### config.mk
export PLATFORM = sky130hd
export DESIGN_NAME = div_ctrl
export DESIGN_NICKNAME = d
export VERILOG_FILES = /design/src/rtl/div_ctrl_pkg.sv /design/src/rtl/div_sign_fixup.sv /design/src/rtl/div_ctrl.sv
export SDC_FILE = /design/constraint.sdc
export NUM_CORES = 1
export LEC_CHECK = 0
export CELL_PAD_IN_SITES_DETAIL_PLACEMENT = 0
export CELL_PAD_IN_SITES_GLOBAL_PLACEMENT = 1
export CORE_ASPECT_RATIO = 0.75
export CORE_MARGIN = 2
export CORE_UTILIZATION = 25
export CTS_CLUSTER_DIAMETER = 60
export DETAILED_ROUTE_END_ITERATION = 6
export PLACE_DENSITY_LB_ADDON = 0.1
export RECOVER_POWER = 100
export SYNTH_ARGS = -nofsm -noshare
export SYNTH_HDL_FRONTEND = slang
export SYNTH_HIERARCHICAL = 1
export SYNTH_SLANG_ARGS = --single-unit
### constraint.sdc
create_clock -name clk -period 9.8 [get_ports clk]
set_input_delay 1.96 -clock clk [delete_from_list [all_inputs] [get_ports clk]]
set_output_delay 1.96 -clock clk [all_outputs]
set_load 0.1 [all_outputs]
### src/rtl/div_ctrl_pkg.sv
// rtl/div_ctrl_pkg.sv - shared types and constants for the divide issue/fixup stage
package div_ctrl_pkg;

  localparam int DIV_WIDTH = 32;
  localparam logic [DIV_WIDTH-1:0] SIGNED_MIN = DIV_WIDTH'(1) << (DIV_WIDTH - 1);
  localparam logic [DIV_WIDTH-1:0] ALL_ONES   = '1;

  typedef enum logic [1:0] {
    OP_DIV  = 2'b00,
    OP_DIVU = 2'b01,
    OP_REM  = 2'b10,
    OP_REMU = 2'b11
  } div_op_t;

  typedef enum logic [2:0] {
    ST_IDLE  = 3'd0,
    ST_ISSUE = 3'd1,
    ST_WAIT  = 3'd2,
    ST_FIXUP = 3'd3,
    ST_DONE  = 3'd4
  } div_state_t;

  function automatic logic op_is_signed(input div_op_t op);
    return ~op[0];
  endfunction

  function automatic logic op_is_rem(input div_op_t op);
    return op[1];
  endfunction

endpackage

### src/rtl/div_sign_fixup.sv
// rtl/div_sign_fixup.sv - applies sign correction to an unsigned {remainder, quotient}
// and selects the field the op asks for; shared by the divider and cache-hit paths.
module div_sign_fixup
  import div_ctrl_pkg::*;
#(
  parameter int DATA_WIDTH = 32
) (
  input  logic [2*DATA_WIDTH-1:0] raw,
  input  logic                    neg_dividend,
  input  logic                    neg_divisor,
  input  div_op_t                 op,
  output logic [DATA_WIDTH-1:0]   result
);

  logic [DATA_WIDTH-1:0] quot_raw;
  logic [DATA_WIDTH-1:0] rem_raw;
  logic [DATA_WIDTH-1:0] quot_fix;
  logic [DATA_WIDTH-1:0] rem_fix;

  assign quot_raw = raw[DATA_WIDTH-1:0];
  assign rem_raw  = raw[2*DATA_WIDTH-1:DATA_WIDTH];

  // Sign flags already fold in signedness, so unsigned ops never negate.
  assign quot_fix = (neg_dividend ^ neg_divisor) ? -quot_raw : quot_raw;
  assign rem_fix  = neg_dividend ? -rem_raw : rem_raw;

  assign result = op_is_rem(op) ? rem_fix : quot_fix;

endmodule

### src/rtl/div_ctrl.sv
// rtl/div_ctrl.sv - RISC-V M divide issue/fixup stage in front of the iterative divider.
// Optional one-entry result cache enabled by DIV_RESULT_CACHE_EN.
module div_ctrl
  import div_ctrl_pkg::*;
#(
  parameter int DATA_WIDTH = 32,
  parameter int TAG_WIDTH  = 5
) (
  input  logic                    clk,
  input  logic                    reset,
  input  logic                    req_valid_i,
  output logic                    req_ready_o,
  input  logic [1:0]              op_i,
  input  logic [DATA_WIDTH-1:0]   rs1_i,
  input  logic [DATA_WIDTH-1:0]   rs2_i,
  input  logic [TAG_WIDTH-1:0]    tag_i,
  input  logic                    flush_i,
  output logic                    res_valid_o,
  input  logic                    res_ready_i,
  output logic [DATA_WIDTH-1:0]   res_data_o,
  output logic [TAG_WIDTH-1:0]    res_tag_o,
  output logic [DATA_WIDTH-1:0]   dividend_o,
  output logic [DATA_WIDTH-1:0]   divisor_o,
  output logic                    div_enable_o,
  input  logic                    division_finished_i,
  input  logic [2*DATA_WIDTH-1:0] div_result_i
);

  localparam logic [DATA_WIDTH-1:0] MIN_VAL = {1'b1, {(DATA_WIDTH-1){1'b0}}};
  localparam logic [DATA_WIDTH-1:0] ONES    = '1;

  div_state_t              state;
  div_op_t                 op_q;
  logic [TAG_WIDTH-1:0]    tag_q;
  logic [DATA_WIDTH-1:0]   mag_a_q, mag_b_q, res_q;
  logic                    neg_a_q, neg_b_q, drop_q;
  logic [2*DATA_WIDTH-1:0] raw_q;

  div_op_t               op_in;
  logic                  in_signed, in_neg_a, in_neg_b;
  logic [DATA_WIDTH-1:0] in_mag_a, in_mag_b, special_res;
  logic                  accept, div_zero, overflow;

  assign op_in     = div_op_t'(op_i);
  assign in_signed = op_is_signed(op_in);
  assign in_neg_a  = in_signed & rs1_i[DATA_WIDTH-1];
  assign in_neg_b  = in_signed & rs2_i[DATA_WIDTH-1];
  // Negating SIGNED_MIN wraps back to itself, which is its correct unsigned magnitude.
  assign in_mag_a  = in_neg_a ? -rs1_i : rs1_i;
  assign in_mag_b  = in_neg_b ? -rs2_i : rs2_i;
  assign accept    = req_valid_i && (state == ST_IDLE);
  assign div_zero  = (rs2_i == '0);
  assign overflow  = in_signed && (rs1_i == MIN_VAL) && (rs2_i == ONES);

  always_comb begin
    special_res = '0;
    if (div_zero)
      special_res = op_is_rem(op_in) ? rs1_i : ONES;
    else
      special_res = op_is_rem(op_in) ? '0 : MIN_VAL;
  end

  logic                    cache_hit;
  logic [2*DATA_WIDTH-1:0] cache_raw;

`ifdef DIV_RESULT_CACHE_EN
  logic                    c_valid, c_signed, p_signed;
  logic [DATA_WIDTH-1:0]   c_rs1, c_rs2, p_rs1, p_rs2;
  logic [2*DATA_WIDTH-1:0] c_raw;

  // Entry keeps the unsigned divider output; sign fixup is redone per request.
  always_ff @(posedge clk or posedge reset) begin
    if (reset) begin
      c_valid  <= 1'b0;
      c_signed <= 1'b0;
      c_rs1    <= '0;
      c_rs2    <= '0;
      c_raw    <= '0;
      p_signed <= 1'b0;
      p_rs1    <= '0;
      p_rs2    <= '0;
    end else begin
      if (accept) begin
        p_rs1    <= rs1_i;
        p_rs2    <= rs2_i;
        p_signed <= in_signed;
      end
      if (state == ST_FIXUP) begin
        c_valid  <= 1'b1;
        c_rs1    <= p_rs1;
        c_rs2    <= p_rs2;
        c_signed <= p_signed;
        c_raw    <= raw_q;
      end
    end
  end

  assign cache_hit = c_valid && (c_rs1 == rs1_i) && (c_rs2 == rs2_i) && (c_signed == in_signed);
  assign cache_raw = c_raw;
`else
  assign cache_hit = 1'b0;
  assign cache_raw = '0;
`endif

  logic [2*DATA_WIDTH-1:0] fix_raw;
  logic                    fix_neg_a, fix_neg_b;
  div_op_t                 fix_op;
  logic [DATA_WIDTH-1:0]   fix_result;

  // In IDLE the fixup unit serves the cache-hit path using the incoming request.
  assign fix_raw   = (state == ST_IDLE) ? cache_raw : raw_q;
  assign fix_neg_a = (state == ST_IDLE) ? in_neg_a  : neg_a_q;
  assign fix_neg_b = (state == ST_IDLE) ? in_neg_b  : neg_b_q;
  assign fix_op    = (state == ST_IDLE) ? op_in     : op_q;

  div_sign_fixup #(.DATA_WIDTH(DATA_WIDTH)) u_fixup (
    .raw          (fix_raw),
    .neg_dividend (fix_neg_a),
    .neg_divisor  (fix_neg_b),
    .op           (fix_op),
    .result       (fix_result)
  );

  always_ff @(posedge clk or posedge reset) begin
    if (reset) begin
      state   <= ST_IDLE;
      op_q    <= OP_DIV;
      tag_q   <= '0;
      mag_a_q <= '0;
      mag_b_q <= '0;
      res_q   <= '0;
      neg_a_q <= 1'b0;
      neg_b_q <= 1'b0;
      drop_q  <= 1'b0;
      raw_q   <= '0;
    end else begin
      case (state)
        ST_IDLE: begin
          if (accept) begin
            op_q    <= op_in;
            tag_q   <= tag_i;
            neg_a_q <= in_neg_a;
            neg_b_q <= in_neg_b;
            mag_a_q <= in_mag_a;
            mag_b_q <= in_mag_b;
            drop_q  <= 1'b0;
            if (div_zero || overflow) begin
              res_q <= special_res;
              state <= ST_DONE;
            end else if (cache_hit) begin
              res_q <= fix_result;
              state <= ST_DONE;
            end else begin
              state <= ST_ISSUE;
            end
          end
        end
        ST_ISSUE: begin
          if (flush_i) drop_q <= 1'b1;
          state <= ST_WAIT;
        end
        ST_WAIT: begin
          if (flush_i) drop_q <= 1'b1;
          if (division_finished_i) begin
            raw_q <= div_result_i;
            state <= ST_FIXUP;
          end
        end
        ST_FIXUP: begin
          res_q <= fix_result;
          state <= (drop_q || flush_i) ? ST_IDLE : ST_DONE;
        end
        ST_DONE: begin
          if (res_ready_i || flush_i) state <= ST_IDLE;
        end
        default: state <= ST_IDLE;
      endcase
    end
  end

  logic busy;
  assign busy         = (state == ST_ISSUE) || (state == ST_WAIT);
  assign req_ready_o  = (state == ST_IDLE);
  assign div_enable_o = (state == ST_ISSUE);
  assign dividend_o   = busy ? mag_a_q : '0;
  assign divisor_o    = busy ? mag_b_q : '0;
  assign res_valid_o  = (state == ST_DONE);
  assign res_data_o   = res_q;
  assign res_tag_o    = tag_q;

endmodule

==> summary by stage, run 1 <==
Worst setup path
The critical path data arrival time is around 5.1 ns. The critical path data required time is 7.84 ns. The worst setup path is launched from a flip-flop. The type of element capturing the critical path is an output port. The reg-to-reg endpoint is mag_a_q[15].

In this run the critical register-to-register path is launched from state[1]. For flop-to-flop paths, the worst setup slack is roughly 4.2 ns. The number of cells on the worst reg-to-reg path is 6. The highest fanout seen on the critical path is 36. The worst setup path is of the flip-flop to output port kind.

Floorplan
The starting density of the core is 0.254. The core area is ~44000 µm². Measured along the y axis, the die boundary spans around 190 µm. The row count is 66. The die covers around 46000 µm². During I/O placement, the number of pins put on the boundary was approximately 250. The horizontal die dimension is 247 µm.

CTS
Counting along the longest clock path gives a buffer depth of 2. For this design, the CTS-stage hold fixing added 0 buffers. The clock sink count is 172. Clock latency on the worst-skew pair, taken at its later pin, is 0.45 ns.

Buffers inserted during clock tree synthesis total 17. Clock-pin slew was measured on the worst setup and hold paths at about 0.070 ns. The number of gates resized after cts is 0. TritonCTS built the clock tree. The clock root buffer is clkbuf_16. The post-CTS setup-driven buffer insertion count is 0. The total number of H-tree levels is 4.

Timing
The number of pins with negative max-slew slack in the final report is ~340. Measured against its own limit, the worst slew margin works out to -1.41. The setup TNS is 0 ns.

Setup repair after global routing left no endpoint under its margin. In the finished design, the share of the clock period the worst path needs comes to 0.718. Setup violations remaining at the end of the flow were counted as 0. The minimum setup slack in the final design is about 2.8 ns.

The routed design could run at a clock period as short as roughly 7 ns. The transition time of the tightest slew-check pin is approximately 3.6 ns. Derived from the worst setup path, the maximum achievable clock frequency is roughly 140 MHz. The count of final hold-check violations is 0. The worst setup skew after layout is roughly 0.011 ns.

Min path
The worst hold path begins at mag_a_q[19]. The cell count of the worst hold path is 2. The capture endpoint of the worst hold path is mag_a_q[19]. The worst hold-check path type is flip-flop to flip-flop.

Yosys
The gate count after technology mapping is between 1000 and 1500. The average cell area after synthesis is roughly 9.1 µm². The combined area of all synthesized cells is 11100 µm². Synthesis produced a netlist with a net count of roughly 1400.

The Yosys step of the flow raised 6 warnings.

Drt
The final layout contains routed wiring with a total length of slightly below 40000 µm. Before antenna repair, the detailed router went through 6 iterations. The number of vias in the routed layout is ~9400. For this block, the initial DRC count from the detailed router was 589. The wire length per cell after detailed routing is between 15 and 20 µm. Dividing the detail-routed via count by the number of cells gives between 4 and 5. After detailed routing, the number of remaining DRC violations is 0. The post-route antenna net violation count is 0.

Global route
In the global route stage, met1 resource usage came out at 0.254. In the global route stage, met3 resource usage came out at 0.0360. For met2 alone, demand over resource in global routing was 0.251. The initial antenna violation count is 5. For this run the aggregate overflow at the end of global routing stands at 0.

Entering global routing, the biggest net connects 75 pins. The combined global-route utilization of all metal layers is 0.170. The first global-routing pass estimated 58500 µm of wire. met1 is the most crowded layer. The via count of the first global-routing pass is between 9000 and 10000.

Layout
Relative to the synthesized area, the layout overhead comes to 32.0%. The final net count is 1564. The final core area utilization is 0.336. The area of all placed cells without fillers is around 15000 µm². Of the cells placed in the final design, the portion with a size suffix greater than 1 is 0.0922.

Run
The number of maximum-capacitance violations is 6.

Placed design
In this run the tool buffered the top-level ports with roughly 240 buffer cells. The worst setup slack before clock tree synthesis is 4.52 ns. The final estimated routing congestion in global placement is just over 0.8.

The wire-length estimate of the detail-placed layout is ~30000 µm. The total placed instance area is between 10000 and 15000 µm².

Outcome
The flow ran to the end, but the final reports show violations. The final reports fail on max-capacitance violations, max-slew violations.
-- area by class of cell --
| cell class | count | area (µm²) |
|---|---|---|
| fill | 4585 | 28900 |
| multi-input combinational | 937 | 6340 |
| sequential | 172 | 4300 |
| timing repair buffer | 266 | 2590 |
| tap | 578 | 723 |
| clock buffer | 21 | 480 |
| inverter | 24 | 91.3 |
| clock inverter | 11 | 83.8 |
| antenna | 1 | 2.50 |
-- flip-flops by register name, indices dropped and copies added (netlist names) --
signal      cells
raw_q          64
mag_a_q        32
mag_b_q        32
res_data_o     32
res_tag_o       5
state           3
drop_q          1
neg_a_q         1
neg_b_q         1
op_q            1
-- critical path: stages (launching register included) --
cell	delay, ns
dfrtp_1	0.43
xnor2_1	0.15
nor2_1	1.49
clkbuf_1	1.02
and2_1	0.30
dlygate4sd3_1	1.22
-- stage by stage --
step | cells | hold slack, ns
final | 2010 | 0.472
after CTS | 2009 | 0.479
after global placement | 1977 | 0.455
after detailed placement | 1977 | 0.463
after floorplan | 1210 | 0.440
after global routing | 2009 | 0.500
-- how the worst max path moves through the flow --
stage	start	end	slack [ns]	cells past startpoint
6_report	state[1]	dividend_o[18]	2.77	5
5_1_grt	state[1]	dividend_o[16]	2.10	5
4_1_cts	state[0]	dividend_o[16]	4.14	5
3_5_place_dp	rs2_i[8]	res_data_o[16]	4.52	8
3_3_place_gp	rs2_i[8]	res_data_o[0]	4.57	8
2_1_floorplan	reset	drop_q	3.18	1
-- routing by layer --
metal / vias to the layer above / wire, µm
li1: 4651 / -
met1: 4564 / 20200
met2: 181 / 16700
met3: 22 / 1770
met4: 6 / 242
met5: - / 37
-- cell usage in the layout (no fill, tap or decap), types with 6 or more instances in the layout --
cell type / instances
a21oi_1: 35
a31oi_1: 10
and2_1: 130
buf_4: 17
clkbuf_16: 17
clkdlybuf4s50_1: 135
dfrtp_1: 172
dlygate4sd3_1: 109
inv_1: 22
mux2_1: 30
mux2_2: 66
mux2i_1: 21
nand2_1: 144
nand3_1: 7
nand4_1: 15
nor2_1: 50
nor2b_1: 35
nor3_1: 20
nor3b_1: 6
nor4_1: 17
o21ai_0: 91
o31ai_1: 54
o41ai_1: 18
or3_1: 13
or4_1: 12
xnor2_1: 48
xor2_1: 67
Power of run 1 is left out: the tool's default activity adds up to more than one toggle a clock period on the data nets, which glitch-free logic cannot reach.
==> run 2, diff against run 1 <==
==> constraint.sdc (replaced) <==
create_clock -name clk -period 6.7 [get_ports clk]
set_input_delay 1.34 -clock clk [delete_from_list [all_inputs] [get_ports clk]]
set_output_delay 1.34 -clock clk [all_outputs]
set_load 0.1 [all_outputs]
==> run 2 against run 1 <==
  * The run still ends with max-capacitance violations, max-slew violations left
  * Routed wire length rose by 0.55%
  * Via count barely moved
  * Register-to-register slack got worse by 2.3 ns
  * Clock skew fell by 0.0025 ns
  * Critical path depth rose by 5
  * Design area rose by 0.15%
  * Non-clock buffer count fell by 3
==> summary by stage, run 2 (synthesis gave the netlist of run 1 again) <==
Floorplan
The top-level port count is between 200 and 250. Row generation in the floorplan step produced 66 rows. The core area is between 40000 and 50000 µm².

The horizontal die dimension is 247 µm. For this configuration, the core starts out at a cell density of 0.254. The die height is 186 µm. The die covers 46000 µm².

CTS
The CTS tree is done. For this design, the CTS-stage hold fixing added 0 buffers. The clock root buffer is clkbuf_16. The clock passes through at most 2 buffers. CTS saw about 170 sinks. The post-CTS setup-driven buffer insertion count is 0. The H-tree generated during clock tree synthesis spans 4 levels.

In this run, CTS created clock tree buffers numbering 17. The number of gates resized after cts is 0. For the worst-skew pair, the clock arrives at the later sink with an insertion delay of around 0.44 ns. After clock tree synthesis, the clock-pin slew on the worst setup and hold paths is ~0.070 ns.

Global route
The total congestion overflow after global routing is 0. The pin count of the biggest net entering global routing is 93. The initial antenna violation count came to 5.

The global-route wire length before repair is just under 60000 µm. The via count of the first global-routing pass is 9667. In the global route stage, overall resource usage came out at 0.172.

Placed design
In this run the tool buffered the top-level ports with between 200 and 250 buffer cells. The post-DP HPWL is roughly 30000 µm. The final estimated routing congestion in global placement is about 0.8.

Min path
The capture endpoint of the worst hold path is mag_b_q[30]. The startpoint identified for the worst hold timing path is mag_b_q[30]. The worst hold path passes through 2 cells.

In this run the worst hold path is classified as flip-flop to flip-flop.

Timing
The setup TNS is 0 ns. The final number of setup-violating endpoints is 0. Based on the critical path, the design can be clocked at up to 186 MHz. The transition time of the tightest slew-check pin is roughly 3.7 ns.

The count of final hold-check violations is 0. Clock skew on the completed layout was measured at 0.00890 ns. Setup repair after global routing left no endpoint under its margin.

The final worst-path cycle share is 0.803. The number of pins with negative max-slew slack in the final report is between 200 and 250. After layout, the minimum clock period comes to 5.38 ns. Headroom to the max-slew limit came out at -1.49.

Drt
The detailed router finished its first iteration with 535 violations. The post-route antenna net violation count is 0. The routed layout has roughly 9400 vias. Dividing the detail-routed wire length by the instance count gives ~19 µm. The sum of routed wire length over all layers is roughly 39000 µm. The iteration count of the initial detailed-routing pass is 5. The number of remaining DRC errors is 0. The average vias per placed instance is about 4.7.

Worst setup path
At the worst endpoint, the arrival time is between 5 and 6 ns. The largest individual stage delay along the critical path comes from the cell nor3b_1. The type of the worst setup path is input port to flip-flop. The worst-case register-to-register setup slack is between 1.5 and 2 ns. The startpoint of the worst-slack reg-to-reg timing path is state[2]. The reg-to-reg endpoint is mag_b_q[21].

The highest fanout seen on the critical path is 32. The cell type group with the largest total delay on the critical path is simple AND/OR/NAND/NOR gates. The count of buffering cells on the critical path with inverters included is 3. The signal on the critical path passes through dlygate4sd3_1 -> inv_1 -> ha_1 -> or3b_2 -> nor3b_1 -> nand3_1 -> nor4_1 -> o32ai_4 -> buf_4 -> mux2_1. The kind of start point of the critical path is an input port. The type of element capturing the critical path is a flip-flop.

The maximum single-stage delay on the critical path is ~1.1 ns. STA puts the critical path data required time at 7.02 ns. The cell depth of the worst flop-to-flop path is 5.

Layout
The multi-input combinational cells in the finished layout cover a total of about 6300 µm². In the final design database the tool counted around 1600 nets. The library cell used most frequently in the layout, excluding fill and tap cells, is dfrtp_1.

The register with the most flip-flops in the final layout is raw_q. The number of filler cells placed in the layout is between 4000 and 5000. Compared with the post-synthesis result, the final layout area differs by 32.2%. The library cells used most frequently in the layout, excluding fill and tap cells, are dfrtp_1 (172), nand2_1 (144), clkdlybuf4s50_1 (136).

The register with the most flip-flops in the layout has 64 of them. Summing all flip-flop and latch instances after layout gives around 4300 µm². Of the cells placed in the final design, the portion with a size suffix greater than 1 is 0.0896.

Outcome
The run finished, with violations left. The final reports fail on max-capacitance violations, max-slew violations.

Run
The number of maximum-capacitance violations is 3.
==> run 2: changes by cell type in the layout (fill, tap and decap cells not counted), sizes merged, moves of 2 or more <==
cell,delta
clkinv,+2
clkinvlp,-3
bufinv,+2
inv,-3
diode,+2
==> run 2: layout make-up <==
cell class,count,share of cell area
Sequential cell,172,0.294
Timing Repair Buffer,263,0.177
Tap cell,578,0.0494
Inverter,24,0.00616
Clock buffer,23,0.0313
Clock inverter,9,0.00787
Multi-Input combinational cell,937,0.434
Antenna cell,3,0.000513
==> run 2: metrics by stage <==
step	util	hold WS (ns)	cell area (µm²)	std cells	setup slack (ns)
CTS	0.337	0.478	14700	2006	1.76
floorplan	-	0.440	11100	1210	0.700
global route	0.336	0.500	14600	2007	0.926
finish	0.336	0.469	14600	2009	1.32
global placement	0.324	0.455	14100	1974	1.86
detailed placement	0.324	0.462	14100	1974	1.77
==> run 2: worst max path at each step <==
stage,start,end,slack [ns],cells after the start
floorplan,reset,drop_q,0.70,1
global placement,rs1_i[1],res_data_o[7],1.86,10
detailed placement,rs1_i[1],res_data_o[8],1.77,10
CTS,state[0],dividend_o[12],1.76,5
global route,reset,raw_q[19],0.93,2
finish,rs1_i[0],res_data_o[12],1.32,10
==> run 2: routing by layer <==
layer	vias to the layer above	share of wire	GRT usage
met5	-	0.00094	0
met4	6	0.011	0.0436
met3	23	0.046	0.0364
met2	192	0.42	0.249
met1	4572	0.52	0.259
li1	4635	-	-
==> run 2: worst min-delay path, delay by kind of cell, from the launching register on <==
family,cells,cell delay (ns)
DFF,1,0.34
and+or+nand+nor,1,0.04
AOI/OAI and AO/OA,1,0.06
Power of run 2 is left out for the same reason.
==> run 3, diff against run 2 <==
==> constraint.sdc (replaced) <==
create_clock -name clk -period 4.7 [get_ports clk]
set_input_delay 0.94 -clock clk [delete_from_list [all_inputs] [get_ports clk]]
set_output_delay 0.94 -clock clk [all_outputs]
set_load 0.1 [all_outputs]
==> run 3 against run 2 <==
  * The flow still finishes with violations (max-capacitance violations, max-slew violations)
  * Design area shrank 1.4%
  * Global-route usage grew 0.10 points
  * Register-to-register slack lost 1.3 ns
  * Via count shrank 0.20%
  * Core utilization shrank 0.47 points
  * Non-clock buffer count grew 19
  * Flip-flop and latch count is the same
  * Setup slack lost 0.80 ns
  * Sequential share of layout area grew 0.41 points
  * Die area is the same
==> summary by stage, run 3 (synthesis gave the netlist of run 1 again) <==
Layout
The fraction of layout instances using a drive strength above 1 is 0.128. The final net count is 1580. In the layout the commonest cells are dfrtp_1 (172), nand2_1 (144), clkdlybuf4s50_1 (138).

The flip-flop count of the largest register after layout is 64. The area growth from synthesis to layout is 30.4%. More flip-flops sit in one register than any other, and that register is raw_q.

The leading cell type in the layout, fill and taps excluded is dfrtp_1. The number of filler cells placed in the layout is 4547.

Min path
The cell count of the worst hold path is 2. The capture endpoint of the worst hold path is mag_b_q[24]. The startpoint identified for the worst hold timing path is mag_b_q[24]. The worst hold path belongs to the class flip-flop to flip-flop.

CTS
The post-CTS setup-driven buffer insertion count is 0. The CTS buffer count is 17. The total number of H-tree levels is 4. Once the clock tree was built, the resizer swapped 0 gates to a different size. The tree is rooted in a clkbuf_16. The clock drives 172 sinks.

No sink is reached through more buffers than the 2 on the longest clock path. For this design, the CTS-stage hold fixing added 0 buffers. The later pin in the worst-skew pair is clocked with a latency of ~0.45 ns. The CTS tree is done. The clock-pin transition on the worst setup and hold timing paths is approximately 0.070 ns.

Timing
The transition time of the tightest slew-check pin is approximately 2.4 ns. Headroom to the max-slew limit came out at -0.626. The number of pins with negative max-slew slack in the final report came to around 250. The worst path needs 4.18 ns of the cycle, external delays included. In the finished design, the share of the clock period the worst path needs comes to 0.889. The count of final hold-check violations is 0. In the post-route analysis, the smallest setup slack over all paths is around 0.52 ns. The final number of setup-violating endpoints is 0. Derived from the worst setup path, the maximum achievable clock frequency is approximately 240 MHz. Setup repair after global routing left no endpoint under its margin.

The setup TNS is 0 ns. On the final layout, the worst clock skew is 0.0135 ns.

Drt
The sum of routed wire length over all layers is slightly below 40000 µm. The number of DRC violations after detailed-routing iteration 0 is between 500 and 600. The post-route antenna net violation count is 0. The number of remaining DRC errors is 0. Dividing the detail-routed via count by the number of cells gives 4.64.

The number of vias in the routed layout is ~9400. In the final routed layout, each cell accounts on average for between 15 and 20 µm. For this run, the detailed router's first-pass iteration total came to 5.

Floorplan
The horizontal die dimension is 247 µm. In this run the standard cell core region covers ~44000 µm². During I/O placement, the number of pins put on the boundary was 245. In this run the vertical extent of the chip is around 190 µm. The starting density of the core is 0.254. The die covers around 46000 µm². The row count is between 60 and 70.

Placed design
The worst setup slack before clock tree synthesis is around 0.38 ns. The post-DP HPWL is 30400 µm. Port buffering added roughly 240 buffers. The final estimated routing congestion in global placement is 0.819.

Worst setup path
The reg-to-reg endpoint is res_data_o[28]. The highest fanout seen on the critical path is 32. Measured in cells, the most critical reg-to-reg path has a length of 13. The type of element capturing the critical path is an output port.

The startpoint of the worst-slack reg-to-reg timing path is state[1]. The critical path is of the flip-flop to output port type. The worst-case register-to-register setup slack is roughly 0.71 ns. The kind of start point of the critical path is a flip-flop. The critical path data arrival time is ~3.2 ns. The critical path data required time is between 3 and 4 ns.

Global route
The combined global-route utilization of all metal layers is 0.173. Global routing finished with a remaining overflow of 0. Entering global routing, the biggest net connects 82 pins.

The via count of the first global-routing pass is ~9600. The first global-routing pass estimated 59900 µm of wire. The initial antenna violation count is 4.

Outcome
The checks that failed: max-capacitance violations, max-slew violations. The flow ran to the end, but the final reports show violations.

Run
The number of maximum-capacitance violations is 4.
-- run 3: cell count changes in the layout (fill, tap and decap cells not counted), sizes merged --
cell	delta
dlygate4sd3	-67
buf	+14
inv	+1
diode	-1
clkbuf	+68
clkdlybuf4s50	+2
clkinvlp	+1
-- run 3: metal layers --
metal	vias to the layer above	track usage	wire length, µm
met2	163	0.256	16900
li1	4676	-	-
met1	4547	0.258	20500
met5	-	0	27
met4	4	0.0347	347
met3	19	0.0377	1740
-- run 3: final cells by class --
cell class / count / area, µm² / share of cell area
clock inverter: 11 / 133 / 0.00919
multi-input combinational: 937 / 6340 / 0.439
timing repair buffer: 282 / 2350 / 0.163
tap: 578 / 723 / 0.0501
inverter: 24 / 91.3 / 0.00633
antenna: 2 / 5.00 / 0.000347
clock buffer: 21 / 480 / 0.0333
sequential: 172 / 4300 / 0.298
-- run 3: through the flow --
step                 util  area (µm²)  instances  hold slack (ns)
floorplan               -       11100       1210            0.440
global placement    0.324       14100       1993            0.455
detailed placement  0.324       14100       1993            0.462
CTS                 0.338       14700       2025            0.479
global route        0.332       14400       2026            0.498
finish              0.332       14400       2027            0.471
-- run 3: how the worst max path moves through the flow --
stage | from | end | slack (ns) | depth (start not counted)
global placement | rs2_i[8] | res_data_o[9] | 0.52 | 8
detailed placement | rs1_i[0] | res_data_o[24] | 0.38 | 10
floorplan | state[1] | res_valid_o | 1.07 | 1
finish | state[1] | divisor_o[6] | 0.52 | 5
global route | state[0] | divisor_o[28] | 0.25 | 5
CTS | state[0] | res_data_o[31] | 0.76 | 11
-- run 3: critical path, cell delays in order (launching register included) --
cell and delay [ns]:
dfrtp_1 0.44, xnor2_1 0.15, nor2_1 0.66, buf_4 0.45
and2_1 0.19, clkbuf_1 0.89
Power of run 3 is left out for the same reason.
